--- src/rtl/rx_pkt_ctrl_pkg.sv ---
// rx_pkt_pkg: shared state/error types and PID constants for the USB receive controller
package rx_pkt_pkg;
  typedef enum logic [3:0] {IDLE, SYNC, PID, TOK1, TOK2, DATA, WRITE, EOP_WAIT, DONE, ERR, ERR_EOP} state_t;
  typedef enum logic [2:0] {E_NONE, E_SYNC, E_PID, E_ADDR, E_EP, E_OVF, E_EARLY, E_TRAIL} err_t;
  localparam logic [3:0] PID_OUT   = 4'b0001;
  localparam logic [3:0] PID_IN    = 4'b1001;
  localparam logic [3:0] PID_SETUP = 4'b1101;
  localparam logic [3:0] PID_DATA0 = 4'b0011;
  localparam logic [3:0] PID_DATA1 = 4'b1011;
  localparam logic [3:0] PID_ACK   = 4'b0010;
  localparam logic [3:0] PID_NAK   = 4'b1010;
  localparam logic [3:0] PID_STALL = 4'b1110;
  localparam logic [7:0] SYNC_BYTE = 8'h80;
endpackage

--- src/rtl/rx_pkt_ctrl_if.sv ---
// rx_pkt_ctrl_if: bus between the RX front end / FIFO and the receive controller
// line side: d_edge, eop, shift_enable, byte_received, rx_data, buff_full
// status side: rcving, w_enable, flush, r_error, err_code, pid, ep_num, data_len, data_ready
interface rx_pkt_ctrl_if #(parameter int CNT_W = 7);
  logic d_edge, eop, shift_enable, byte_received, buff_full;
  logic [7:0] rx_data;
  logic rcving, w_enable, flush, r_error, data_ready;
  logic [2:0] err_code;
  logic [3:0] pid, ep_num;
  logic [CNT_W-1:0] data_len;
  modport master(
    output d_edge, eop, shift_enable, byte_received, rx_data, buff_full,
    input rcving, w_enable, flush, r_error, err_code, pid, ep_num, data_len, data_ready
  );
  modport slave(
    input d_edge, eop, shift_enable, byte_received, rx_data, buff_full,
    output rcving, w_enable, flush, r_error, err_code, pid, ep_num, data_len, data_ready
  );
endinterface

--- src/rtl/rx_pkt_ctrl_pid_decode.sv ---
// rx_pid_decode: classifies a PID byte; all flags are low when the complement check fails
// in: rx_data  out: pid_valid (known PID), is_token, is_data, is_hs
module rx_pid_decode import rx_pkt_pkg::*; (
  input  logic [7:0] rx_data,
  output logic       pid_valid,
  output logic       is_token,
  output logic       is_data,
  output logic       is_hs
);
  logic [3:0] p;
  logic ok;
  assign p = rx_data[3:0];
  assign ok = rx_data[7:4] == ~p;
  assign is_token = ok && (p == PID_OUT || p == PID_IN || p == PID_SETUP);
  assign is_data = ok && (p == PID_DATA0 || p == PID_DATA1);
  assign is_hs = ok && (p == PID_ACK || p == PID_NAK || p == PID_STALL);
  assign pid_valid = is_token | is_data | is_hs;
endmodule

--- src/rtl/rx_pkt_ctrl.sv ---
// rx_pkt_ctrl: USB receive FSM with address/endpoint filtering, payload count and error codes
// ports: clk, n_rst (async active-low), bus (rx_pkt_ctrl_if.slave)
module rx_pkt_ctrl import rx_pkt_pkg::*; #(
  parameter logic [6:0] DEV_ADDR = 7'd0,
  parameter int NUM_EP = 1,
  parameter int MAX_DATA = 64,
  parameter int CNT_W = 7
) (
  input logic clk,
  input logic n_rst,
  rx_pkt_ctrl_if.slave bus
);
  state_t state, state_n;
  err_t err_n;
  logic [CNT_W-1:0] cnt;
  logic [3:0] endp;
  logic ep0, pid_valid, is_token, is_data, is_hs, eop_se, byte_rx;
  assign eop_se = bus.eop & bus.shift_enable;
  assign byte_rx = bus.byte_received;
  assign endp = {bus.rx_data[2:0], ep0};
  assign bus.rcving = state != IDLE;
  rx_pid_decode u_dec (.rx_data(bus.rx_data), .pid_valid, .is_token, .is_data, .is_hs);
  always_comb begin
    state_n = state;
    err_n = E_NONE;
    case (state)
      IDLE: state_n = bus.d_edge ? SYNC : IDLE;
      SYNC:
        if (byte_rx) begin
          state_n = bus.rx_data == SYNC_BYTE ? PID : ERR;
          err_n = bus.rx_data == SYNC_BYTE ? E_NONE : E_SYNC;
        end else if (eop_se) begin
          state_n = ERR;
          err_n = E_EARLY;
        end
      PID:
        if (byte_rx) begin
          state_n = !pid_valid ? ERR : is_token ? TOK1 : is_data ? DATA : EOP_WAIT;
          err_n = pid_valid ? E_NONE : E_PID;
        end
      TOK1:
        if (byte_rx) begin
          state_n = bus.rx_data[6:0] == DEV_ADDR ? TOK2 : ERR;
          err_n = bus.rx_data[6:0] == DEV_ADDR ? E_NONE : E_ADDR;
        end
      TOK2:
        if (byte_rx) begin
          state_n = {1'b0, endp} >= 5'(NUM_EP) ? ERR : EOP_WAIT;
          err_n = {1'b0, endp} >= 5'(NUM_EP) ? E_EP : E_NONE;
        end
      // a byte beyond payload+CRC, or one arriving while the FIFO is full, is dropped unwritten
      DATA:
        if (byte_rx) begin
          state_n = (bus.buff_full || cnt == CNT_W'(MAX_DATA + 2)) ? ERR : WRITE;
          err_n = (bus.buff_full || cnt == CNT_W'(MAX_DATA + 2)) ? E_OVF : E_NONE;
        end else if (eop_se) begin
          state_n = cnt < CNT_W'(2) ? ERR_EOP : DONE;
          err_n = cnt < CNT_W'(2) ? E_EARLY : E_NONE;
        end
      // EOP coinciding with the last byte is picked up on the next DATA cycle
      WRITE: state_n = DATA;
      EOP_WAIT:
        if (eop_se) state_n = DONE;
        else if (byte_rx) begin
          state_n = ERR;
          err_n = E_TRAIL;
        end
      DONE: state_n = IDLE;
      ERR: state_n = eop_se ? ERR_EOP : ERR;
      ERR_EOP: state_n = eop_se ? IDLE : ERR_EOP;
      default: state_n = IDLE;
    endcase
  end
  always_ff @(posedge clk or negedge n_rst)
    if (!n_rst) begin
      state <= IDLE;
      cnt <= '0;
      ep0 <= 1'b0;
      bus.w_enable <= 1'b0;
      bus.flush <= 1'b0;
      bus.r_error <= 1'b0;
      bus.err_code <= '0;
      bus.pid <= '0;
      bus.ep_num <= '0;
      bus.data_len <= '0;
      bus.data_ready <= 1'b0;
    end else begin
      state <= state_n;
      bus.flush <= state == IDLE && bus.d_edge;
      bus.w_enable <= state_n == WRITE;
      bus.data_ready <= state_n == DONE && (bus.pid == PID_DATA0 || bus.pid == PID_DATA1);
      cnt <= state == PID ? '0 : state == WRITE ? cnt + 1'b1 : cnt;
      if (state == TOK1 && byte_rx) ep0 <= bus.rx_data[7];
      if (state == PID && byte_rx && pid_valid) bus.pid <= bus.rx_data[3:0];
      if (state == TOK2 && state_n == EOP_WAIT) bus.ep_num <= endp;
      if (state == DATA && state_n == DONE) bus.data_len <= cnt - CNT_W'(2);
      // error status survives the packet and is cleared only when the next one starts
      if (state == IDLE && bus.d_edge) begin
        bus.r_error <= 1'b0;
        bus.err_code <= E_NONE;
      end else if (err_n != E_NONE && !bus.r_error) begin
        bus.r_error <= 1'b1;
        bus.err_code <= err_n;
      end
    end
endmodule

--- src/flat_wrapper.sv ---
// flat-port wrapper written by rule: the top's interface ports become plain ports
module rx_pkt_ctrl_flat import rx_pkt_pkg::*;
#(
  parameter logic [6:0] DEV_ADDR = 7'd0,
  parameter int NUM_EP = 1,
  parameter int MAX_DATA = 64,
  parameter int CNT_W = 7
)
  (clk, n_rst, bus_d_edge, bus_eop, bus_shift_enable, bus_byte_received, bus_rx_data, bus_buff_full, bus_rcving, bus_w_enable, bus_flush, bus_r_error, bus_err_code, bus_pid, bus_ep_num, bus_data_len, bus_data_ready);
  rx_pkt_ctrl_if #(.CNT_W(CNT_W)) bus_i ();
  input logic clk;
  input logic n_rst;
  input wire logic [$bits(bus_i.d_edge)-1:0] bus_d_edge;
  input wire logic [$bits(bus_i.eop)-1:0] bus_eop;
  input wire logic [$bits(bus_i.shift_enable)-1:0] bus_shift_enable;
  input wire logic [$bits(bus_i.byte_received)-1:0] bus_byte_received;
  input wire logic [$bits(bus_i.rx_data)-1:0] bus_rx_data;
  input wire logic [$bits(bus_i.buff_full)-1:0] bus_buff_full;
  output wire logic [$bits(bus_i.rcving)-1:0] bus_rcving;
  output wire logic [$bits(bus_i.w_enable)-1:0] bus_w_enable;
  output wire logic [$bits(bus_i.flush)-1:0] bus_flush;
  output wire logic [$bits(bus_i.r_error)-1:0] bus_r_error;
  output wire logic [$bits(bus_i.err_code)-1:0] bus_err_code;
  output wire logic [$bits(bus_i.pid)-1:0] bus_pid;
  output wire logic [$bits(bus_i.ep_num)-1:0] bus_ep_num;
  output wire logic [$bits(bus_i.data_len)-1:0] bus_data_len;
  output wire logic [$bits(bus_i.data_ready)-1:0] bus_data_ready;
  assign bus_i.d_edge = bus_d_edge;
  assign bus_i.eop = bus_eop;
  assign bus_i.shift_enable = bus_shift_enable;
  assign bus_i.byte_received = bus_byte_received;
  assign bus_i.rx_data = bus_rx_data;
  assign bus_i.buff_full = bus_buff_full;
  assign bus_rcving = bus_i.rcving;
  assign bus_w_enable = bus_i.w_enable;
  assign bus_flush = bus_i.flush;
  assign bus_r_error = bus_i.r_error;
  assign bus_err_code = bus_i.err_code;
  assign bus_pid = bus_i.pid;
  assign bus_ep_num = bus_i.ep_num;
  assign bus_data_len = bus_i.data_len;
  assign bus_data_ready = bus_i.data_ready;
  rx_pkt_ctrl #(.DEV_ADDR(DEV_ADDR), .NUM_EP(NUM_EP), .MAX_DATA(MAX_DATA), .CNT_W(CNT_W)) u_core (.clk(clk), .n_rst(n_rst), .bus(bus_i));
endmodule
--- config.mk ---
export PLATFORM = sky130hd
export DESIGN_NAME = rx_pkt_ctrl_flat
export DESIGN_NICKNAME = d
export VERILOG_FILES = /design/src/rtl/rx_pkt_ctrl_pkg.sv /design/src/rtl/rx_pkt_ctrl_if.sv /design/src/rtl/rx_pkt_ctrl_pid_decode.sv /design/src/rtl/rx_pkt_ctrl.sv /design/src/flat_wrapper.sv
export SDC_FILE = /design/constraint.sdc
export NUM_CORES = 1
export LEC_CHECK = 0
export CAP_MARGIN = 5
export CORE_ASPECT_RATIO = 1.1
export CORE_UTILIZATION = 40
export CTS_CLUSTER_SIZE = 40
export DETAILED_ROUTE_END_ITERATION = 8
export GPL_ROUTABILITY_DRIVEN = 0
export HOLD_SLACK_MARGIN = 0.15
export MAX_ROUTING_LAYER = met4
export PLACE_DENSITY = 0.61
export SYNTH_ARGS = -nofsm -noshare
export SYNTH_HDL_FRONTEND = slang
export SYNTH_SLANG_ARGS = --single-unit
--- constraint.sdc ---
create_clock -name clk -period 3.1 [get_ports clk]
set_clock_uncertainty 0.05 [all_clocks]
set_input_delay 0.93 -clock clk [delete_from_list [all_inputs] [get_ports clk]]
set_output_delay 0.93 -clock clk [all_outputs]
set_load 0.05 [all_outputs]
Word-level counts from Yosys, hierarchy flattened
Cells that the tools add are included.

storage, ports and cells
  flip-flop bits (word level) = 34
  output and inout bits = 23
  bits of input ports = 15

cells by class
  add/sub/neg operators = 2
  bitwise operators = 4
  reduce and logical (&&, ||, !) cells = 25
  $lt $le $gt $ge = 2
  mux-type cells = 43
  equality and inequality tests = 25

operators by type and width
  kind                                                                                  count
  4-bit two-way mux                                                                     16
  3-bit two-way mux                                                                     14
  4-bit case mux with 10 select lines                                                   1
  4-bit == test (second input constant)                                                 9
  4-bit by 3-bit == test with 1-bit output (second input constant)                      6
  4-bit by 2-bit == test with 1-bit output (second input constant)                      5
  3-bit case mux with 6 select lines                                                    1
  7-bit two-way mux                                                                     2
  1-bit logical AND                                                                     11
  2-bit two-way mux                                                                     5
  4-bit by 1-bit == test with 1-bit output (second input constant)                      2
  8-bit == test (second input constant)                                                 1
  7-bit by 1-bit adder with 7-bit output (second input constant)                        1
  7-bit == test (second input constant)                                                 1
  7-bit logical NOT                                                                     1
  1-bit logical OR                                                                      7
  7-bit by 2-bit < comparator with 1-bit output (second input constant)                 1
  7-bit by 2-bit subtractor with 7-bit output (second input constant)                   1
  4-bit == test                                                                         1
  4-bit by 1-bit greater-or-equal comparator with 1-bit output (second input constant)  1
  4-bit logical NOT                                                                     1
  1-bit two-way mux                                                                     4
  4-bit NOT                                                                             1
  2-bit nonzero test                                                                    2
  5 further kinds                                                                       6

Longest topological paths before layout
  depth after elaboration = 13
  mapped depth = 9
  depth with buffers taken out = 8

By module
From an unflattened synthesis, not the netlist that was laid out.

unflattened totals
  cells, all modules = 229
  area total of the unflattened synthesis = 2175.8 sq um

by module, submodules not included
  module         area an instance (sq um)  instances  sequential area each (sq um)  cells each
  rx_pkt_ctrl    2068.2                    1          850.8                         216
  rx_pid_decode  107.6                     1          0.0                           13

Worst setup path before layout
Ideal clock, no wire load.

  path kind = input -> register
  from = input bus_rx_data[1]
  to = register u_core.bus.data_len[0]
  slack = 0.328 ns
  required time = 2.925 ns
  cell stages on the path = 8
  buffers on the path = 2
  arrival = 2.597 ns
  path through = buf_6 > or3_4 > o21bai_1 > o22ai_1 > a2111o_1 > nor4bb_4 > buf_6 > mux2_4

between the ends
  cells in the longest elaborated chain, start to end = 11
  elaborated cells between the ends (all ways) = 36
  those cells by class = order compare: 1; eq/ne: 11; mux: 11; bitwise: 3; reduce/logical: 10

RTL lines
  what                                                                       RTL line                      RTL
  from (decl)                                                                flat_wrapper.sv:17            input wire logic [$bits(bus_i.rx_data)-1:0] bus_rx_data;
  4-bit by 1-bit == test with 1-bit output or 4-bit == test (tied branches)  rx_pkt_ctrl_pid_decode.sv:14  assign is_token = ok && (p == PID_OUT || p == PID_IN || p == PID_SETUP);
  1-bit logical OR (2 in series)                                             rx_pkt_ctrl_pid_decode.sv:14
  1-bit logical AND                                                          rx_pkt_ctrl_pid_decode.sv:14
  1-bit bitwise OR (2 in series)                                             rx_pkt_ctrl_pid_decode.sv:17  assign pid_valid = is_token | is_data | is_hs;
  4-bit two-way mux                                                          rx_pkt_ctrl.sv:38             state_n = !pid_valid ? ERR : is_token ? TOK1 : is_data ? DATA : EOP_WAIT;
  4-bit two-way mux                                                          rx_pkt_ctrl.sv:37             if (byte_rx) begin
  4-bit case mux with 10 select lines *                                      rx_pkt_ctrl.sv:26             case (state)
  named net u_core.state_n[3]                                                rx_pkt_ctrl.sv:13             state_t state, state_n;
  4-bit == test *                                                            rx_pkt_ctrl.sv:96             if (state == DATA && state_n == DONE) bus.data_len <= cnt - CNT_W'(2);
  1-bit logical AND *                                                        rx_pkt_ctrl.sv:96
  to (signal assigned)                                                       rx_pkt_ctrl.sv:96
  to (decl)                                                                  rx_pkt_ctrl_if.sv:17          output rcving, w_enable, flush, r_error, err_code, pid, ep_num, data_len, data_ready

The timed path passes the listed nets; every way through them passes the cells marked *.
A chain may end at the register's enable or synchronous reset.

Worst setup path in the final report
  from = input bus_rx_data[2]
  to = register u_core.bus.data_len[1]

Same word-level chain as after synthesis.

==> results.py <==
metrics = {
    "synth": {
        "ys_seq_area_share_pct": 38.1,
        "synth_area_per_cell_um2": 10.1,
        "synth.largest_area_cell": "dfrtp_1",
        "post-synth-top-area-fraction_pct": 38.1,
        "ys_ff_latch": 34,
        "synthCells": 221,
        "async_reset_ff_share_pct": 100,
        "yosys_warnings": 0,
        "synthDistinctLibCells": 69,
        "synth.area.top_cells": "dfrtp_1 (38%), mux2_4 (4.0%), xnor2_1 (3.1%)",
        "synth-edff-count": 0,
        "synthesis.area_mm2": 0.00223,
        "syn_nets": 240,
        "synth_ff_type": "dfrtp_1",
    },
    "power": {
        "power_frac_comb_pct": 48.8,
        "p_int_uw": 1160,
        "p_clk_share_pct": 19.3,
        "vdd_drop_max_uv": 428,
        "p_switching_uw": 832,
        "p_leak_uw": 0.00132,
        "p_seq_share_pct": 31.9,
        "cellPowerDensity_mw_per_mm2": 668,
        "p_sw_share_pct": 41.7,
    },
    "critical_path": {
        "crit_required_ns": 3.22,
        "endpoint_kind": "flip-flop",
        "slowest_delay_ns": 0.51,
        "critical_path.max_fanout": 7,
        "setup.worst_path.class": "primary input to flip-flop",
        "worstPathArrival_ns": 3.16,
        "crit_chain": "clkdlybuf4s50_1 > or3_4 > o21bai_1 > o22ai_1 > a2111o_1 > nor4bb_4 > buf_6 > mux2_4",
        "slowest_stage": "clkdlybuf4s50_1",
        "start_kind": "primary input",
    },
    "run_status": {
        "status": "finished clean",
    },
    "sta": {
        "grt_setup_unrepaired": "false",
        "relSlewSlack_pct": 41.0,
        "worst_slew_pin_slew_ns": 0.879,
        "post-route-min-period_ns": 3.05,
        "setup_violations": 0,
        "hold_viol_final": 0,
        "timing.fmax_mhz": 328,
        "drv_slew": 0,
        "fin_crit_sh_pct": 98.3,
    },
    "detailed_routing": {
        "drc": 0,
        "drt_first_pass_iters": 4,
        "vias_per_cell": 5.28,
        "drt_wl_total_mm": 5.32,
        "drt_iter0_drc": 79,
        "vias": 1915,
        "ant_nets": 0,
        "drt-wirelength-per-cell_um": 14.7,
    },
    "place": {
        "placed_area_mm2": 0.00287,
        "dpl.cell_count": 355,
        "io_buffers": 37,
        "dp_hpwl_mm": 4.07,
    },
    "finish": {
        "design_area_mm2": 0.00299,
        "synthToLayoutAreaGrowth_pct": 34.1,
        "layout-drive-gt1-share_pct": 26.0,
        "n_antenna_cell": 0,
        "fin_nets": 306,
        "final_cells": 363,
    },
    "floorplan": {
        "pin_count": 38,
        "die_x_um": 73.2,
        "die_y_um": 80.3,
        "rows": 28,
        "fp.coreArea_mm2": 0.00536,
        "start_util_pct": 41.6,
        "dieArea_mm2": 0.00588,
    },
    "clock_network": {
        "htree_levels": 2,
        "clock-sinks": 34,
        "cts_made_buffers": 5,
        "cts_hold_buffers": 0,
        "cts-root-buf": "clkbuf_8",
        "path_clk_slew_ns": 0.07,
        "worstSkewPairLatency_ns": 0.28,
        "cts.repair.resized": 0,
        "cts_tree": "built",
        "clockBufferDepth": 2,
        "cts.repair_timing.setup_buffer_count": 0,
    },
    "run": {
        "drv_cap": 0,
    },
    "hold_path": {
        "hold_path_class": "flip-flop to flip-flop",
    },
    "grt": {
        "grt_max_degree": 35,
        "grt_pass1_vias": 1790,
        "grt-ovfl-total": 0,
        "grt_first_pass_wirelength_mm": 8.84,
        "antenna_found_initial": 0,
        "track_usage_pct": 20.3,
    },
}
[sequential cells by signal, summed over array words and instances (netlist names)]
register               count
u_core.bus.w_enable        1
u_core.bus.pid             4
u_core.bus.data_len        7
u_core.state               4
u_core.cnt                 7
u_core.ep0                 1
u_core.bus.r_error         1
u_core.bus.flush           1
u_core.bus.ep_num          4
u_core.bus.err_code        3
u_core.bus.data_ready      1
[cell type report]
cell class                      instances  area (µm²)
Fill cell                             503        2370
Multi-Input combinational cell        165        1270
Sequential cell                        34         851
Timing Repair Buffer                   71         629
Clock buffer                            8         110
Tap cell                               75        93.8
Inverter                               10        37.5
[critical path, delay by kind of cell]
family / cells / cell delay (ns)
and+or+nand+nor: 2 / 0.60
AOI/OAI and AO/OA: 3 / 0.68
buffers and inverters: 2 / 0.65
muxes: 1 / 0.29
[cells in the mapped netlist, drive strengths merged, types with 2 or more instances]
cell type / count
buf: 10
or3: 2
ha: 4
inv: 10
a2111o: 2
dfrtp: 34
and2: 2
xnor2: 8
o22ai: 2
nand2b: 3
nand4: 6
nand3b: 4
mux2: 12
and2b: 3
a211oi: 3
and3: 3
nor4: 6
o32ai: 2
nand3: 10
nor2b: 4
o221ai: 2
o21ai: 12
nand2: 16
clkbuf: 2
a31oi: 4
a21oi: 9
nor2: 14
a311oi: 2
nor3: 6
a21boi: 2
xor2: 4
[final timing paths]
| check | from | end | slack [ns] | cells after the start |
|---|---|---|---|---|
| setup / recovery | bus_rx_data[2] | u_core.bus.data_len[1] | 0.05 | 8 |
| max in group asynchronous | n_rst | u_core.bus.pid[3] | 1.69 | 2 |
| min in group asynchronous | n_rst | u_core.bus.data_len[3] | 1.00 | 2 |
| setup reg to reg | u_core.state[2] | u_core.bus.data_len[1] | 0.34 | 7 |
| hold / removal | u_core.bus.pid[2] | u_core.bus.data_ready | 0.42 | 1 |
| hold reg to reg | u_core.bus.pid[2] | u_core.bus.data_ready | 0.42 | 1 |
[power groups by stage]
stage,registers [µW],clock network (µW),logic [µW]
after floorplan,817,0,469
after global placement,643,0,966
after detailed placement,646,0,971
after CTS,638,394,974
after global routing,656,417,1050
final,638,385,974
[metrics by stage]
| stage | setup WS (ns) | hold slack, ns | utilization, % | setup TNS (ns) | total power [µW] |
|---|---|---|---|---|---|
| 2_1_floorplan | 0.328 | 0.490 | - | 0 | 1290 |
| 3_3_place_gp | -0.173 | 0.419 | 53.5 | -1.18 | 1610 |
| 3_5_place_dp | -0.241 | 0.424 | 53.5 | -1.59 | 1620 |
| 4_1_cts | 0.0541 | 0.433 | 55.6 | 0 | 2010 |
| 5_1_grt | 0.0181 | 0.447 | 55.8 | 0 | 2120 |
| 6_report | 0.0527 | 0.421 | 55.8 | 0 | 2000 |
[placed cells by master (no fill, tap or decap), drive strengths merged, types with 2 or more instances in the layout]
master         Yosys  layout
o22ai              2       2
buf               10      35
nand4              6       6
a211oi             3       3
nand2b             3       3
o21ai             12      12
nand3             10      10
or3                2       2
xnor2              8       8
and2               2       2
mux2              12      12
a21oi              9       9
xor2               4       4
a31oi              4       4
o32ai              2       2
clkdlybuf4s50      0      35
and2b              3       3
a2111o             2       2
clkbuf             2       8
nor4               6       6
inv               10      10
a21boi             2       2
nand3b             4       4
nor2              14      14
nor3               6       6
dfrtp             34      34
and3               3       3
nand2             16      16
o221ai             2       2
a311oi             2       2
ha                 4       4
nor2b              4       4
[routing by layer]
layer | share of wire [%] | vias up | track usage, %
met5 | 0 | - | -
met4 | 1.3 | 0 | 4.90
met3 | 4.8 | 8 | 4.39
met2 | 46 | 57 | 30.6
met1 | 48 | 909 | 27.8
li1 | - | 941 | -
[kinds of logic after synthesis]
| kind of cell | after synthesis | synth area share (%) |
|---|---|---|
| DFF | 34 | 38.1 |
| buffers and inverters | 22 | 5.22 |
| muxes | 13 | 7.52 |
| xor gates and xnor gates | 12 | 4.71 |
| and+or+nand+nor | 87 | 26.1 |
| AOI/OAI and AO/OA | 49 | 16.0 |
| adders and majority gates | 4 | 2.24 |
(Power assumes the default switching activity.)
